--- src/rtl/cfg_arbiter.sv ---
// ---------------------------------------------------------------------------
// cfg_arbiter
//
// Two-port round-robin arbiter in front of a single-cycle config register
// file. Each cycle at most one request (from port A or B) is accepted and
// turned into a registered write or read strobe on the cfg_* bus. Reads are
// returned to the originating port through a held rsp_valid/rsp_data
// handshake. A port with an unacknowledged read is not eligible for grants
// until its response has been taken, but it never blocks the other port.
//
// Ports
//   clk, rst                       clock, synchronous active-high reset
//   {a,b}_req_valid/wr/addr/data   request from port A / B
//   {a,b}_req_ready                request accepted this cycle (combinational)
//   {a,b}_rsp_valid/data           read response (registered, held)
//   {a,b}_rsp_ready                response consumed by the requester
//   cfg_wr_en/addr/data            write strobe to the register file
//   cfg_rd_en/addr                 read strobe to the register file
//   cfg_rd_data                    read data, valid one cycle after cfg_rd_en
// ---------------------------------------------------------------------------
module cfg_arbiter #(
  parameter int CFG_DWIDTH = 32,
  parameter int CFG_AWIDTH = 5
) (
  input  logic                  clk,
  input  logic                  rst,
  // port A
  input  logic                  a_req_valid,
  input  logic                  a_req_wr,
  input  logic [CFG_AWIDTH-1:0] a_req_addr,
  input  logic [CFG_DWIDTH-1:0] a_req_data,
  output logic                  a_req_ready,
  output logic                  a_rsp_valid,
  output logic [CFG_DWIDTH-1:0] a_rsp_data,
  input  logic                  a_rsp_ready,
  // port B
  input  logic                  b_req_valid,
  input  logic                  b_req_wr,
  input  logic [CFG_AWIDTH-1:0] b_req_addr,
  input  logic [CFG_DWIDTH-1:0] b_req_data,
  output logic                  b_req_ready,
  output logic                  b_rsp_valid,
  output logic [CFG_DWIDTH-1:0] b_rsp_data,
  input  logic                  b_rsp_ready,
  // config register file
  output logic                  cfg_wr_en,
  output logic [CFG_AWIDTH-1:0] cfg_wr_addr,
  output logic [CFG_DWIDTH-1:0] cfg_wr_data,
  output logic                  cfg_rd_en,
  output logic [CFG_AWIDTH-1:0] cfg_rd_addr,
  input  logic [CFG_DWIDTH-1:0] cfg_rd_data
);

  localparam int   NP     = 2;
  localparam logic PORT_A = 1'b0;
  localparam logic PORT_B = 1'b1;

  // Port-indexed views of the two requester interfaces (index 0 = A, 1 = B)
  logic [NP-1:0]         req_valid;
  logic [NP-1:0]         req_wr;
  logic [NP-1:0]         rsp_ready;
  logic [CFG_AWIDTH-1:0] req_addr [NP];
  logic [CFG_DWIDTH-1:0] req_data [NP];
  logic [NP-1:0]         rsp_valid;
  logic [CFG_DWIDTH-1:0] rsp_data [NP];

  assign req_valid   = {b_req_valid, a_req_valid};
  assign req_wr      = {b_req_wr,    a_req_wr};
  assign rsp_ready   = {b_rsp_ready, a_rsp_ready};
  assign req_addr[0] = a_req_addr;
  assign req_addr[1] = b_req_addr;
  assign req_data[0] = a_req_data;
  assign req_data[1] = b_req_data;

  // Arbitration
  logic [NP-1:0]         eligible;
  logic [NP-1:0]         grant;
  logic                  grant_any;
  logic                  grant_port;
  logic                  sel_wr;
  logic [CFG_AWIDTH-1:0] sel_addr;
  logic [CFG_DWIDTH-1:0] sel_data;
  logic                  last_grant_reg;
  logic                  last_grant_next;

  always_comb begin
    grant = '0;
    if (!rst) begin
      if (&eligible) begin
        // Tie: favour the port that did not win the previous grant
        grant = (last_grant_reg == PORT_B) ? 2'b01 : 2'b10;
      end else begin
        grant = eligible;
      end
    end
  end

  assign grant_any       = |grant;
  assign grant_port      = grant[1];
  assign sel_wr          = req_wr[grant_port];
  assign sel_addr        = req_addr[grant_port];
  assign sel_data        = req_data[grant_port];
  assign last_grant_next = grant_any ? grant_port : last_grant_reg;

  assign a_req_ready = grant[0];
  assign b_req_ready = grant[1];

  // Strobe generation and read-return pipeline.
  // rd_port_reg travels with cfg_rd_en; ret_valid_reg/ret_port_reg mark the
  // cycle in which cfg_rd_data is valid and which port it belongs to.
  logic                  wr_en_reg;
  logic [CFG_AWIDTH-1:0] wr_addr_reg;
  logic [CFG_DWIDTH-1:0] wr_data_reg;
  logic                  rd_en_reg;
  logic [CFG_AWIDTH-1:0] rd_addr_reg;
  logic                  rd_port_reg;
  logic                  ret_valid_reg;
  logic                  ret_port_reg;
  logic                  wr_fire;
  logic                  rd_fire;

  assign wr_fire = grant_any & sel_wr;
  assign rd_fire = grant_any & ~sel_wr;

  always_ff @(posedge clk) begin
    if (rst) begin
      last_grant_reg <= PORT_B;
      wr_en_reg      <= 1'b0;
      wr_addr_reg    <= '0;
      wr_data_reg    <= '0;
      rd_en_reg      <= 1'b0;
      rd_addr_reg    <= '0;
      rd_port_reg    <= PORT_A;
      ret_valid_reg  <= 1'b0;
      ret_port_reg   <= PORT_A;
    end else begin
      last_grant_reg <= last_grant_next;
      wr_en_reg      <= wr_fire;
      wr_addr_reg    <= wr_fire ? sel_addr : '0;
      if (wr_fire) begin
        wr_data_reg <= sel_data;  // data bus keeps its last value when idle
      end
      rd_en_reg      <= rd_fire;
      rd_addr_reg    <= rd_fire ? sel_addr : '0;
      rd_port_reg    <= grant_port;
      ret_valid_reg  <= rd_en_reg;
      ret_port_reg   <= rd_port_reg;
    end
  end

  assign cfg_wr_en   = wr_en_reg;
  assign cfg_wr_addr = wr_addr_reg;
  assign cfg_wr_data = wr_data_reg;
  assign cfg_rd_en   = rd_en_reg;
  assign cfg_rd_addr = rd_addr_reg;

  // Per-port response holding register and busy flag
  for (genvar gi = 0; gi < NP; gi++) begin : g_port
    logic                  busy_reg;
    logic                  rsp_valid_reg;
    logic [CFG_DWIDTH-1:0] rsp_data_reg;
    logic                  rsp_done;
    logic                  rd_return;

    assign eligible[gi] = req_valid[gi] & ~busy_reg;
    assign rsp_done     = rsp_valid_reg & rsp_ready[gi];
    assign rd_return    = ret_valid_reg & (ret_port_reg == 1'(gi));

    // A port can only have one read outstanding, so a return never collides
    // with a handshake on the same port.
    always_ff @(posedge clk) begin
      if (rst) begin
        busy_reg      <= 1'b0;
        rsp_valid_reg <= 1'b0;
        rsp_data_reg  <= '0;
      end else begin
        if (rsp_done) begin
          rsp_valid_reg <= 1'b0;
          busy_reg      <= 1'b0;
        end
        if (rd_return) begin
          rsp_valid_reg <= 1'b1;
          rsp_data_reg  <= cfg_rd_data;
        end
        if (grant[gi] & ~req_wr[gi]) begin
          busy_reg <= 1'b1;
        end
      end
    end

    assign rsp_valid[gi] = rsp_valid_reg;
    assign rsp_data[gi]  = rsp_data_reg;
  end

  assign a_rsp_valid = rsp_valid[0];
  assign b_rsp_valid = rsp_valid[1];
  assign a_rsp_data  = rsp_data[0];
  assign b_rsp_data  = rsp_data[1];

endmodule

--- config.mk ---
export PLATFORM = sky130hd
export DESIGN_NAME = cfg_arbiter
export DESIGN_NICKNAME = d
export VERILOG_FILES = /design/src/rtl/cfg_arbiter.sv
export SDC_FILE = /design/constraint.sdc
export NUM_CORES = 1
export LEC_CHECK = 0
export BUFFER_PORTS_ARGS = -buffer_cell sky130_fd_sc_hd__buf_2
export CELL_PAD_IN_SITES_DETAIL_PLACEMENT = 1
export CELL_PAD_IN_SITES_GLOBAL_PLACEMENT = 1
export CORE_MARGIN = 5
export CORE_UTILIZATION = 29
export CTS_CLUSTER_SIZE = 28
export DETAILED_ROUTE_END_ITERATION = 10
export PLACE_DENSITY_LB_ADDON = 0.1
export SLEW_MARGIN = 30
export SYNTH_ARGS = -nofsm -noshare
export SYNTH_HDL_FRONTEND = slang
export SYNTH_SLANG_ARGS = --single-unit
export TNS_END_PERCENT = 30
--- constraint.sdc ---
create_clock -name clk -period 1.65 [get_ports clk]
set_input_delay 0.0825 -clock clk [delete_from_list [all_inputs] [get_ports clk]]
set_output_delay 0.0825 -clock clk [all_outputs]
set_load 0.03 [all_outputs]
# [Word level (Yosys, flattened, before mapping)]
# Index checks and enable logic that the tools add are counted.
[classes] n_lt_le_gt_ge=2 n_mux=17 bitwise_logic=19 n_reduce_logical=8
[ops] operator="$mux 32" count=3
[ops] operator="$mux 5" count=3
[ops] operator="$and 1x1->1" count=10
[ops] operator="$mux 1" count=8
[ops] operator="$not 1->1" count=8
[ops] operator="$reduce_bool 2->1" count=4
[ops] operator="$mux 2" count=3
[ops] operator="$reduce_or 2->1" count=3
[ops] operator="$ge 2x2->1 const B" count=1
[ops] operator="$lt 1x2->1 const B" count=1
[ops] operator="$not 1->2" count=1
[ops] operator="$reduce_and 2->1" count=1
[word_totals] register_bits=116 inputBits=114 out_inout_bits=112 wordCells=61

# [Depth between registers and ports, before layout]
# Gate-level depths: netlist of the first run.
[logic_depth] word_depth=11 depth_mapped=7 ltp_nobuf=4

# [Least setup slack after synthesis of the first run]
# OpenSTA, ideal clock, no wires.
[synth_timing] path_kind="register to register" from="register g_port[0].busy_reg" to="register wr_addr_reg[0] (netlist: cfg_wr_addr[0])" arrival_time_ns=1.693 required_ns=1.515 setup_slack_ns=-0.177 path_stages_with_launch=8 period_less_slack_ns=1.827 cell_sequence="dfxtp_1 and3b_1 buf_6 nor3_2 buf_2 buf_2 mux2i_1 nor3_2"
[synth_via] elab_chain_cells=10 word_cells_on_any_way=15 cone_classes="mux: 7; bitwise: 5; reduce/logical: 3"
[synth_lines] element="from (decl)" line_no="159" text="logic busy_reg;"
[synth_lines] element="from (signal assigned)" line_no="173" text="busy_reg <= 1'b0;"
[synth_lines] element="from (signal assigned)" line_no="179" text="busy_reg <= 1'b0;"
[synth_lines] element="from (signal assigned)" line_no="186" text="busy_reg <= 1'b1;"
[synth_lines] element="$not 1->1 (*)" line_no="165" text="assign eligible[gi] = req_valid[gi] & ~busy_reg;"
[synth_lines] element="$and 1x1->1 (*)" line_no="165"
[synth_lines] element="$reduce_and 2->1 (*)" line_no="89" text="if (&eligible) begin"
[synth_lines] element="$mux 2 (*)" line_no="89"
[synth_lines] element="$mux 2 (*)" line_no="88" text="if (!rst) begin"
[synth_lines] element="named net b_req_ready" line_no="41" text="output logic b_req_ready,"
[synth_lines] element="$mux 1 (not written as such) (2 in a row)" line_no="100" text="assign sel_wr = req_wr[grant_port];"
[synth_lines] element="$and 1x1->1" line_no="122" text="assign wr_fire = grant_any & sel_wr;"
[synth_lines] element="$not 1->1 (no source line)"
[synth_lines] element="$reduce_or 2->1 (no source line)"
[synth_lines] element="to (signal assigned)" line_no="139" text="wr_addr_reg <= wr_fire ? sel_addr : '0;"
[synth_lines] element="to (decl)" line_no="112" text="logic [CFG_AWIDTH-1:0] wr_addr_reg;"
# Mark *: on every way through the listed nets, which the timed path passes. The rest lies on a longest branch. The select of a mux whose other input is x is not followed.
# A chain may end at the register's enable or synchronous reset.

# [Final worst setup path of the first run]
[layout_timing] from="register g_port[0].busy_reg" to="register wr_data_reg[12] (netlist: cfg_wr_data[12])"
[layout_via] elab_chain_cells=9 word_cells_on_any_way=13 cone_classes="mux: 7; bitwise: 4; reduce/logical: 2"
[layout_lines] element="$not 1->1 (*)" line_no="165"
[layout_lines] element="$and 1x1->1 (*)" line_no="165"
[layout_lines] element="$reduce_and 2->1" line_no="89"
[layout_lines] element="$mux 2 (*)" line_no="89"
[layout_lines] element="$mux 2 (*)" line_no="88"
[layout_lines] element="$not 1->2 (not written as such)" line_no="102" text="assign sel_data = req_data[grant_port];"
[layout_lines] element="$mux 32 (not written as such) (3 in a row)" line_no="102"
[layout_lines] element="to (signal assigned)" line_no="141" text="wr_data_reg <= sel_data;"
[layout_lines] element="to (decl)" line_no="113" text="logic [CFG_DWIDTH-1:0] wr_data_reg;"
# Every way passes the cells marked *; elsewhere a longest branch is shown, timed or not. The select of a mux whose other input is x is not followed.

==> results.json, run 1 <==
{
  "outcome": "complete, but fails checks",
  "violations": "negative hold slack, negative setup slack",
  "track_usage_pct": 18.5,
  "chipWidth_um": 139,
  "placed_area_mm2": 0.00625,
  "max_freq_mhz": 581,
  "ant_nets": 0,
  "wirelength_um": 18200,
  "area.growth.synth_to_final_pct": 60.2,
  "viasPerCell": 4.78,
  "postLayoutCellArea_mm2": 0.00768,
  "final_nets": 958,
  "worst_pin_slew_ns": 0.376,
  "wire_per_inst_um": 16.9,
  "cts_made_buffers": 17,
  "power_leakage_nw": 3.31,
  "avgSynthCellArea_um2": 8.39,
  "port_buffers": 225,
  "place_ws_ns": -0.0634,
  "die_area_mm2": 0.0192,
  "required_ns": 1.95,
  "slew_headroom_pct": 74.9,
  "synth_fp_nets": 685,
  "fin_crit_ns": 1.72,
  "synth_edf_count": 0,
  "tritoncts": "yes",
  "grt_pass1_wl_um": 28700,
  "grt_overflow": 0,
  "synthDistinctLibCells": 26,
  "tns_ns": -1.79,
  "synth.top_cell.area_share_pct": 48.4,
  "critPathLaunchType": "register",
  "ys_seq_area_share_pct": 48.4,
  "min_period_over_period_pct": 104,
  "arrival_ns": 2.02,
  "cap_violations": 0,
  "fin_util_pct": 46.8,
  "routabilityCongestion": 0.754,
  "clk_latency_ns": 0.41,
  "core-area_mm2": 0.0164,
  "cp_max_fo": 6,
  "report.final.slew_viol_count": 0,
  "initial_core_util_pct": 29.2,
  "cts_root_buf": "clkbuf_16",
  "clock_sinks": 116,
  "drt_iter0_markers": 133,
  "dr.pass1.iters": 6,
  "async_flop_share_pct": 0,
  "hold_ws_ns": -0.00416,
  "synthCells": 571,
  "rsz0062_at_grt": "yes",
  "fp-row-count": 47,
  "die_h_um": 139,
  "dpl.hpwl_um": 12400,
  "netlist_area_mm2": 0.00479,
  "max-vdd-ir-drop_mv": 0.717,
  "htreeDepth": 4,
  "grt_pass1_vias": 5484,
  "skew_ns": 0.00695,
  "yosys_register_bits": 116,
  "finalHoldViolCount": 2,
  "drive_gt1_share_pct": 39.5,
  "power_density_mw_per_mm2": 1060,
  "cts_buffer_depth": 2,
  "ioPinCount": 226,
  "vias": 5149,
  "end_kind": "register",
  "fin_ws_ns": -0.0706,
  "hp-class": "input port to register",
  "synth-main-ff-cell": "dfxtp_1",
  "yosys_warnings": 0,
  "path_class": "register to register",
  "synth_area_leaders": "dfxtp_1 (48%), nand2_1 (10%), a21oi_1 (7.1%)",
  "drc_errors": 0,
  "finalSetupViolations": 39,
  "antenna_found_initial": 1,
  "yosys.area.top_type": "dfxtp_1",
  "grt_max_degree": 57,
  "path_clk_slew_ns": 0.06
}
-- Yosys cell counts, types with 4 or more instances --
master      n
a211oi_2   14
or4_1      33
mux2i_1     5
a21oi_1    68
buf_6       4
inv_1      34
nand2b_1   37
dfxtp_1   116
nand2_1   132
o31ai_1    33
nor3_2      6
a211oi_1   18
clkbuf_1   46
nor2_1      8
-- area by class of cell --
type,instances,area (µm²)
timing repair buffer,308,2080
clock inverter,9,128
inverter,34,128
fill,1967,8730
multi-input combinational,367,2270
antenna,1,2.50
clock buffer,22,474
tap,220,275
sequential,116,2320
-- stage by stage --
stage	std cells	power, mW
after floorplan	571	3.76
after global placement	990	4.21
after detailed placement	990	4.24
after CTS	1073	8.19
after global routing	1077	8.52
final	1077	8.17
-- cells in the final DEF, fill, tap and decap left out, types with 2 or more instances in the layout --
cell / instances
a211oi_1: 7
a211oi_2: 25
a21oi_1: 68
buf_12: 7
buf_16: 3
buf_2: 222
buf_4: 22
buf_6: 6
bufinv_16: 3
clkbuf_1: 2
clkbuf_16: 19
clkbuf_8: 3
clkinv_2: 4
clkinv_4: 2
dfxtp_1: 115
dlygate4sd3_1: 46
inv_1: 34
mux2i_4: 5
nand2_1: 132
nand2b_1: 36
nor2_1: 7
nor2b_1: 2
nor3_2: 5
nor3_4: 2
o31ai_1: 32
or4_1: 33
-- where the power goes --
group | internal [mW] | switching (mW) | total, mW
logic | 0.597 | 0.816 | 1.41
clock network | 2.48 | 1.27 | 3.75
registers | 2.94 | 0.0686 | 3.01
total | 6.02 | 2.16 | 8.17
-- kinds of logic (layout without fill, tap and decap cells) --
family | Yosys count | in the layout | synth area share, %
compound gates | 137 | 137 | 19.4
buf+inv | 88 | 373 | 7.60
flops | 116 | 116 | 48.4
mux | 5 | 5 | 1.04
other cells | 0 | 1 | 0
simple gates | 225 | 225 | 23.5
-- final timing paths --
kind	slack (ns)	cells after the start	endpoint	startpoint
worst max-delay path	-0.07	7	cfg_wr_data[12]$_SDFFE_PP0P_	g_port[0].busy_reg$_SDFFE_PP0P_
worst min-delay path	-0.004	3	cfg_wr_data[22]$_SDFFE_PP0P_	a_req_data[22]
worst max register to register	-0.07	7	cfg_wr_data[12]$_SDFFE_PP0P_	g_port[0].busy_reg$_SDFFE_PP0P_
worst min register to register	0.45	1	ret_port_reg$_SDFF_PP0_	rd_port_reg$_SDFF_PP0_
-- repair_timing --
action,4_1_cts,5_1_grt
cloned,3,2
endpoints found under the hold margin,75,0
endpoints found under the setup margin,24,45
pin swaps,4,29
buffers inserted,3,1
hold buffers,46,0
gates resized for setup,16,30
-- routing by layer --
| layer | wire length [µm] | global-route usage [%] | up-vias |
|---|---|---|---|
| met5 | 0 | 0 | - |
| met4 | 299 | 6.40 | 0 |
| met3 | 1220 | 6.28 | 25 |
| met2 | 9050 | 32.2 | 164 |
| met1 | 7590 | 21.2 | 2464 |
| li1 | - | - | 2496 |
-- worst max-delay path, stage by stage, from the launching register on --
cell and delay [ns]:
dfxtp_2 0.32, and3b_2 0.23, buf_6 0.13, nor3_4 0.24, buf_6 0.15, o21a_4 0.27, clkbuf_16 0.21, a211oi_2 0.06
Power figures use the tool's default switching activity.
==> run 2: changes to the inputs <==
--- a/config.mk
+++ b/config.mk
@@ -5,14 +5,15 @@
 export SDC_FILE = /design/constraint.sdc
 export NUM_CORES = 1
 export LEC_CHECK = 0
+export ABC_AREA = 1
 export BUFFER_PORTS_ARGS = -buffer_cell sky130_fd_sc_hd__buf_2
 export CELL_PAD_IN_SITES_DETAIL_PLACEMENT = 1
 export CELL_PAD_IN_SITES_GLOBAL_PLACEMENT = 1
 export CORE_MARGIN = 5
-export CORE_UTILIZATION = 29
+export CORE_UTILIZATION = 28
 export CTS_CLUSTER_SIZE = 28
 export DETAILED_ROUTE_END_ITERATION = 10
-export PLACE_DENSITY_LB_ADDON = 0.1
+export PLACE_DENSITY_LB_ADDON = 0.12
 export SLEW_MARGIN = 30
 export SYNTH_ARGS = -nofsm -noshare
 export SYNTH_HDL_FRONTEND = slang
==> run 2 against run 1 <==
Effect of this change: the flow now finishes without violations; sequential power about the same; area after synthesis decreased by 3.5%; clock skew increased by 0.0031 ns; sequential cell count unchanged; die area decreased by 0.10%; largest cell class unchanged.
==> results.json, run 2 <==
{
  "outcome": "finished, final reports clean",
  "routabilityCongestion": 0.737,
  "required_ns": 1.57,
  "viasPerCell": 4.29,
  "grt_pass1_vias": 5394,
  "dpl.hpwl_um": 11400,
  "hold_depth": 5,
  "synth_edf_count": 0,
  "hp-class": "input port to register",
  "muxShareOfSynthArea_pct": 0,
  "power_leakage_nw": 3.87,
  "wire_per_inst_um": 14.0,
  "synth_compound_area_share_pct": 8.28,
  "fin_ws_ns": 0.106,
  "min_period_over_period_pct": 93.6,
  "synthTopCellsByCount": "nor2_1 (206), nand2_1 (171), dfxtp_1 (116), o21ai_0 (64), inv_1 (45)",
  "async_flop_share_pct": 0,
  "worst_pin_slew_ns": 0.480,
  "cp_max_fo": 19,
  "skew_ns": 0.0101,
  "synth_top_family_by_area": "simple AND/OR/NAND/NOR gates",
  "ff2ff_path_depth": 9,
  "path_clk_slew_ns": 0.06,
  "dr.max_layer_used": "met5",
  "cts_buffer_depth": 2,
  "synth-main-ff-cell": "dfxtp_1",
  "max_freq_mhz": 647,
  "max-vdd-ir-drop_mv": 0.701,
  "tritoncts": "yes",
  "drc_errors": 0,
  "cts_root_buf": "clkbuf_16",
  "track_usage_pct": 17.1,
  "synth.most_common_cell": "nor2_1",
  "antenna_found_initial": 2,
  "drive_gt1_share_pct": 29.7,
  "final_cell_mix": "buf_2 (224), nor2_1 (205), nand2_1 (171), dfxtp_1 (116)",
  "power_density_mw_per_mm2": 1100,
  "met2WireLength_um": 7980,
  "dr.pass1.iters": 4,
  "critPathLaunchType": "register",
  "seqCellArea_mm2": 0.00232,
  "final_common_cell": "buf_2",
  "n_fill_cell": 2107,
  "slew_headroom_pct": 68.0,
  "synthCells": 667,
  "path_class": "register to output port",
  "ant_nets": 0,
  "cap_violations": 0,
  "ioPinCount": 226,
  "synth_fa_ha_area_share_pct": 0,
  "grt_pass1_wl_um": 26700,
  "multi_input_area_mm2": 0.00190,
  "final_nets": 1066,
  "route.met3.wl_um": 1410,
  "port_buffers": 225,
  "chipWidth_um": 138,
  "die_area_mm2": 0.0192,
  "core-area_mm2": 0.0164,
  "grt_max_degree": 64,
  "yosys.area_share.simple_pct": 32.7,
  "avgSynthCellArea_um2": 6.93,
  "synth_fp_nets": 781,
  "area.growth.synth_to_final_pct": 57.2,
  "fp-row-count": 47,
  "yosys.area.top_type": "dfxtp_1",
  "arrival_ns": 1.46,
  "drt_iter0_markers": 113,
  "yosys_warnings": 0,
  "cts_made_buffers": 17,
  "end_kind": "output port",
  "synth.top_cell.area_share_pct": 50.2,
  "wirelength_um": 16600,
  "vias": 5087,
  "clock_sinks": 116,
  "finalSetupViolations": 0,
  "synth_area_leaders": "dfxtp_1 (50%), nor2_1 (17%), nand2_1 (14%)",
  "die_h_um": 138,
  "ys_seq_area_share_pct": 50.2,
  "fin_crit_ns": 1.54,
  "initial_core_util_pct": 28.2,
  "synthDistinctLibCells": 21,
  "finalHoldViolCount": 0,
  "grt_overflow": 0,
  "place_ws_ns": 0.144,
  "clk_latency_ns": 0.41,
  "htreeDepth": 4,
  "hold_ws_ns": 0.0146,
  "netlist_area_mm2": 0.00462,
  "report.final.slew_viol_count": 0,
  "yosys_register_bits": 116,
  "synth-xor-area-share_pct": 0,
  "m1WireLength_um": 6880
}
[run 2: cell count changes after synthesis, moves of 6 or more]
cell	before	now
nor3_2	6	0
o31ai_1	33	0
buf_2	3	11
a211oi_1	18	0
nor2_1	8	206
nand2_1	132	171
clkbuf_1	46	17
a21oi_1	68	4
inv_1	34	45
o21ai_0	0	64
or4_1	33	0
nand2b_1	37	0
a211oi_2	14	0
[run 2: routing by layer]
layer / vias to the layer above / global-route usage (%)
li1: 2601 / -
met1: 2297 / 19.4
met2: 161 / 29.4
met3: 26 / 6.42
met4: 2 / 6.19
met5: - / 0
[run 2: path summary, 6_finish.rpt]
check	end	slack, ns	start
worst max-delay path	b_req_ready	0.11	g_port[1].busy_reg$_SDFFE_PP0P_
worst min register to register	ret_port_reg$_SDFF_PP0_	0.41	rd_port_reg$_SDFF_PP0_
worst min-delay path	cfg_wr_data[19]$_SDFFE_PP0P_	0.01	b_req_data[19]
worst max register to register	cfg_wr_data[10]$_SDFFE_PP0P_	0.12	last_grant_reg$_SDFFE_PP1P_
[run 2: logic make-up after synthesis]
| family | after synthesis |
|---|---|
| AO/OA/AOI/OAI | 75 |
| buffers and inverters | 86 |
| flip-flops | 116 |
| AND/OR/NAND/NOR | 390 |
[run 2: stage by stage]
stage | setup TNS (ns) | utilization [%] | area [µm²] | instances | power [mW]
after global placement | 0 | 36.3 | 5960 | 1086 | 4.12
after detailed placement | 0 | 36.3 | 5960 | 1086 | 4.15
after CTS | 0 | 44.2 | 7250 | 1184 | 8.14
final | 0 | 44.3 | 7270 | 1186 | 8.00
after global routing | -0.00487 | 44.3 | 7270 | 1186 | 8.39
after floorplan | 0 | - | 4620 | 667 | 3.74
[run 2: layout make-up]
| class | count | share of cell area [%] |
|---|---|---|
| Inverter | 48 | 2.48 |
| Clock buffer | 20 | 6.28 |
| Clock inverter | 12 | 2.10 |
| Tap cell | 220 | 3.79 |
| Timing Repair Buffer | 304 | 27.2 |
| Sequential cell | 116 | 32.0 |
| Antenna cell | 1 | 0.0344 |
| Multi-Input combinational cell | 465 | 26.2 |
[run 2: worst max-delay path, cell delays in order (launching register included)]
cell and delay, ns:
dfxtp_1 0.32, inv_2 0.05, nand2_2 0.07, nor2_4 0.13, nand2_4 0.09, inv_2 0.09, buf_12 0.16, buf_6 0.14
[run 2: report_power, final]
part,internal (mW),total [mW],switching (mW)
Clock,2.45,3.78,1.33
Combinational,0.473,1.21,0.739
Sequential,2.94,3.01,0.0661
Total,5.87,8.00,2.14
[run 2: what timing repair did]
item | CTS | global route
cloned | 1 | 0
setup endpoints to repair | 1 | 11
pin swaps | 0 | 1
resized for setup | 2 | 1
hold buffers | 64 | 0
setup buffers | 1 | 1
endpoints found under the hold margin | 91 | 0
==> run 3: changes to the inputs <==
--- a/config.mk
+++ b/config.mk
@@ -10,7 +10,7 @@
 export CELL_PAD_IN_SITES_DETAIL_PLACEMENT = 1
 export CELL_PAD_IN_SITES_GLOBAL_PLACEMENT = 1
 export CORE_MARGIN = 5
-export CORE_UTILIZATION = 28
+export CORE_UTILIZATION = 33
 export CTS_CLUSTER_SIZE = 28
 export DETAILED_ROUTE_END_ITERATION = 10
 export PLACE_DENSITY_LB_ADDON = 0.12
==> constraint.sdc (replaced) <==
create_clock -name clk -period 1.9 [get_ports clk]
set_input_delay 0.095 -clock clk [delete_from_list [all_inputs] [get_ports clk]]
set_output_delay 0.095 -clock clk [all_outputs]
set_load 0.03 [all_outputs]
==> run 3 against run 2 <==
Effect of this change: setup slack better by 0.0088 ns; non-clock buffer count fell by 20; sequential cell count unchanged; sequential power fell by 13%; routed wire length down 5.1%; clock-buffer cell count grew 4; via count shrank 1.8%; first-iteration DRC count rose by 69%; critical endpoint unchanged; largest power group unchanged.
==> results.json, run 3 (same netlist as run 2, synthesis figures left out) <==
{
  "cp_max_fo": 38,
  "crit_family": "buffers and inverters",
  "switchingPower_mw": 1.79,
  "dr.pass1.iters": 4,
  "hp-class": "input port to register",
  "clk_latency_ns": 0.41,
  "drt_iter0_markers": 191,
  "postCtsSetupRepairBufs": 0,
  "cap_violations": 0,
  "worst_pin_slew_ns": 0.515,
  "grt_overflow": 0,
  "seqCellArea_mm2": 0.00232,
  "area.growth.synth_to_final_pct": 50.3,
  "sw_frac_of_total_pct": 26.3,
  "antenna_cells": 0,
  "cpMaxStageDelayCell": "dfxtp_1",
  "skew_ns": 0.00503,
  "dp.cells": 1042,
  "critPathLaunchType": "register",
  "crit_buf_inv": 3,
  "vias": 4997,
  "chipWidth_um": 128,
  "min_period_over_period_pct": 94.0,
  "port_buffers": 225,
  "drc_errors": 0,
  "power_density_mw_per_mm2": 978,
  "postLayoutCellArea_mm2": 0.00695,
  "hold_ws_ns": 0.00908,
  "wirelength_um": 15800,
  "path_clk_slew_ns": 0.06,
  "die_h_um": 128,
  "rsz0062_at_grt": "no",
  "fin_crit_ns": 1.79,
  "final_cells": 1125,
  "power_leakage_nw": 3.75,
  "share_comb_of_total_power_pct": 14.7,
  "grt_pass1_wl_um": 25600,
  "slew_headroom_pct": 65.7,
  "cts_buffer_depth": 2,
  "required_ns": 1.80,
  "grt_max_degree": 65,
  "dpl.hpwl_um": 11000,
  "cts_made_buffers": 17,
  "end_kind": "output port",
  "antenna_found_initial": 0,
  "routabilityCongestion": 0.779,
  "final_cell_mix": "buf_2 (225), nor2_1 (205), nand2_1 (171), dfxtp_1 (116), o21ai_0 (64)",
  "htreeDepth": 4,
  "die_area_mm2": 0.0165,
  "n_fill_cell": 1812,
  "cts_root_buf": "clkbuf_16",
  "tns_ns": 0,
  "drive_gt1_share_pct": 29.5,
  "placed_area_mm2": 0.00584,
  "multi_input_area_mm2": 0.00190,
  "arrival_ns": 1.69,
  "finalHoldViolCount": 0,
  "clock_sinks": 116,
  "wire_per_inst_um": 14.0,
  "path_cells": "inv_2, nand2_2, nor2_4, nand2_2, inv_4, buf_2",
  "finalSetupViolations": 0,
  "intPower_mw": 5.01,
  "track_usage_pct": 19.3,
  "outcome": "finished, final reports clean",
  "max_freq_mhz": 560,
  "core-area_mm2": 0.0138,
  "max-vdd-ir-drop_mv": 0.590,
  "ioPinCount": 226,
  "viasPerCell": 4.44,
  "ant_nets": 0,
  "power_frac_clock_pct": 47.0,
  "slowest_delay_ns": 0.32,
  "report.final.slew_viol_count": 0,
  "final_common_cell": "buf_2",
  "power_frac_seq_pct": 38.4,
  "final_nets": 1046,
  "crit_top_cell": "nand2_2",
  "tritoncts": "yes",
  "initial_core_util_pct": 33.4,
  "fp-row-count": 43,
  "path_class": "register to output port",
  "grt_pass1_vias": 5290
}
[run 3: changes by cell type in the layout (fill, tap and decap cells not counted), sizes merged]
| cell | previous run | this run |
|---|---|---|
| clkinvlp | 4 | 3 |
| dlygate4sd3 | 64 | 51 |
| clkbuf | 20 | 24 |
| buf | 239 | 233 |
| inv | 50 | 48 |
| diode | 1 | 0 |
| bufbuf | 1 | 0 |
| bufinv | 3 | 2 |
[run 3: power by group through the flow]
stage | clock [mW] | combinational [mW] | sequential, mW
floorplan | 0 | 0.370 | 2.88
global route | 3.39 | 1.11 | 2.62
detailed placement | 0 | 0.919 | 2.66
finish | 3.19 | 0.996 | 2.61
global placement | 0 | 0.897 | 2.65
CTS | 3.25 | 1.01 | 2.61
[run 3: timing repair]
item                       CTS  global route
hold endpoints to repair    83             0
setup endpoints to repair    1             0
hold buffers                51             0
gates resized for setup      1             0
[run 3: path summary, 6_finish.rpt]
kind | startpoint | to | slack, ns | depth (start not counted)
worst max register to register | g_port[1].busy_reg$_SDFFE_PP0P_ | cfg_rd_addr[0]$_SDFF_PP0_ | 0.31 | 8
worst min register to register | rd_port_reg$_SDFF_PP0_ | ret_port_reg$_SDFF_PP0_ | 0.42 | 2
worst max-delay path | g_port[1].busy_reg$_SDFFE_PP0P_ | b_req_ready | 0.11 | 6
worst min-delay path | a_req_data[21] | cfg_wr_data[21]$_SDFFE_PP0P_ | 0.009 | 5
[run 3: stage by stage]
step	setup slack [ns]	util [%]	power, mW
6_report	0.114	50.3	6.80
5_1_grt	0.0124	50.3	7.11
4_1_cts	0.0625	50.3	6.87
3_5_place_dp	0.286	42.2	3.58
3_3_place_gp	0.402	42.2	3.55
2_1_floorplan	0.397	-	3.25
[run 3: routing by layer]
layer / global-route usage (%) / vias to the layer above / routed length [µm]
met5: 0 / - / 0
met4: 5.68 / 0 / 258
met3: 6.68 / 17 / 1230
met2: 34.4 / 158 / 7820
met1: 21.8 / 2275 / 6450
li1: - / 2547 / -
[run 3: area by class of cell]
class | instances | share of cell area [%]
flip-flops and latches | 116 | 33.4
multi-input cells | 465 | 27.3
repair buffers | 284 | 24.8
clock buffers | 24 | 7.22
well taps | 180 | 3.24
inverters | 48 | 2.63
clock inverters | 8 | 1.40
[run 3: tightest hold or removal path, delay by kind of cell]
family,cells,cell delay (ns)
AND/OR/NAND/NOR,4,0.21
buffers and inverters,1,0.08
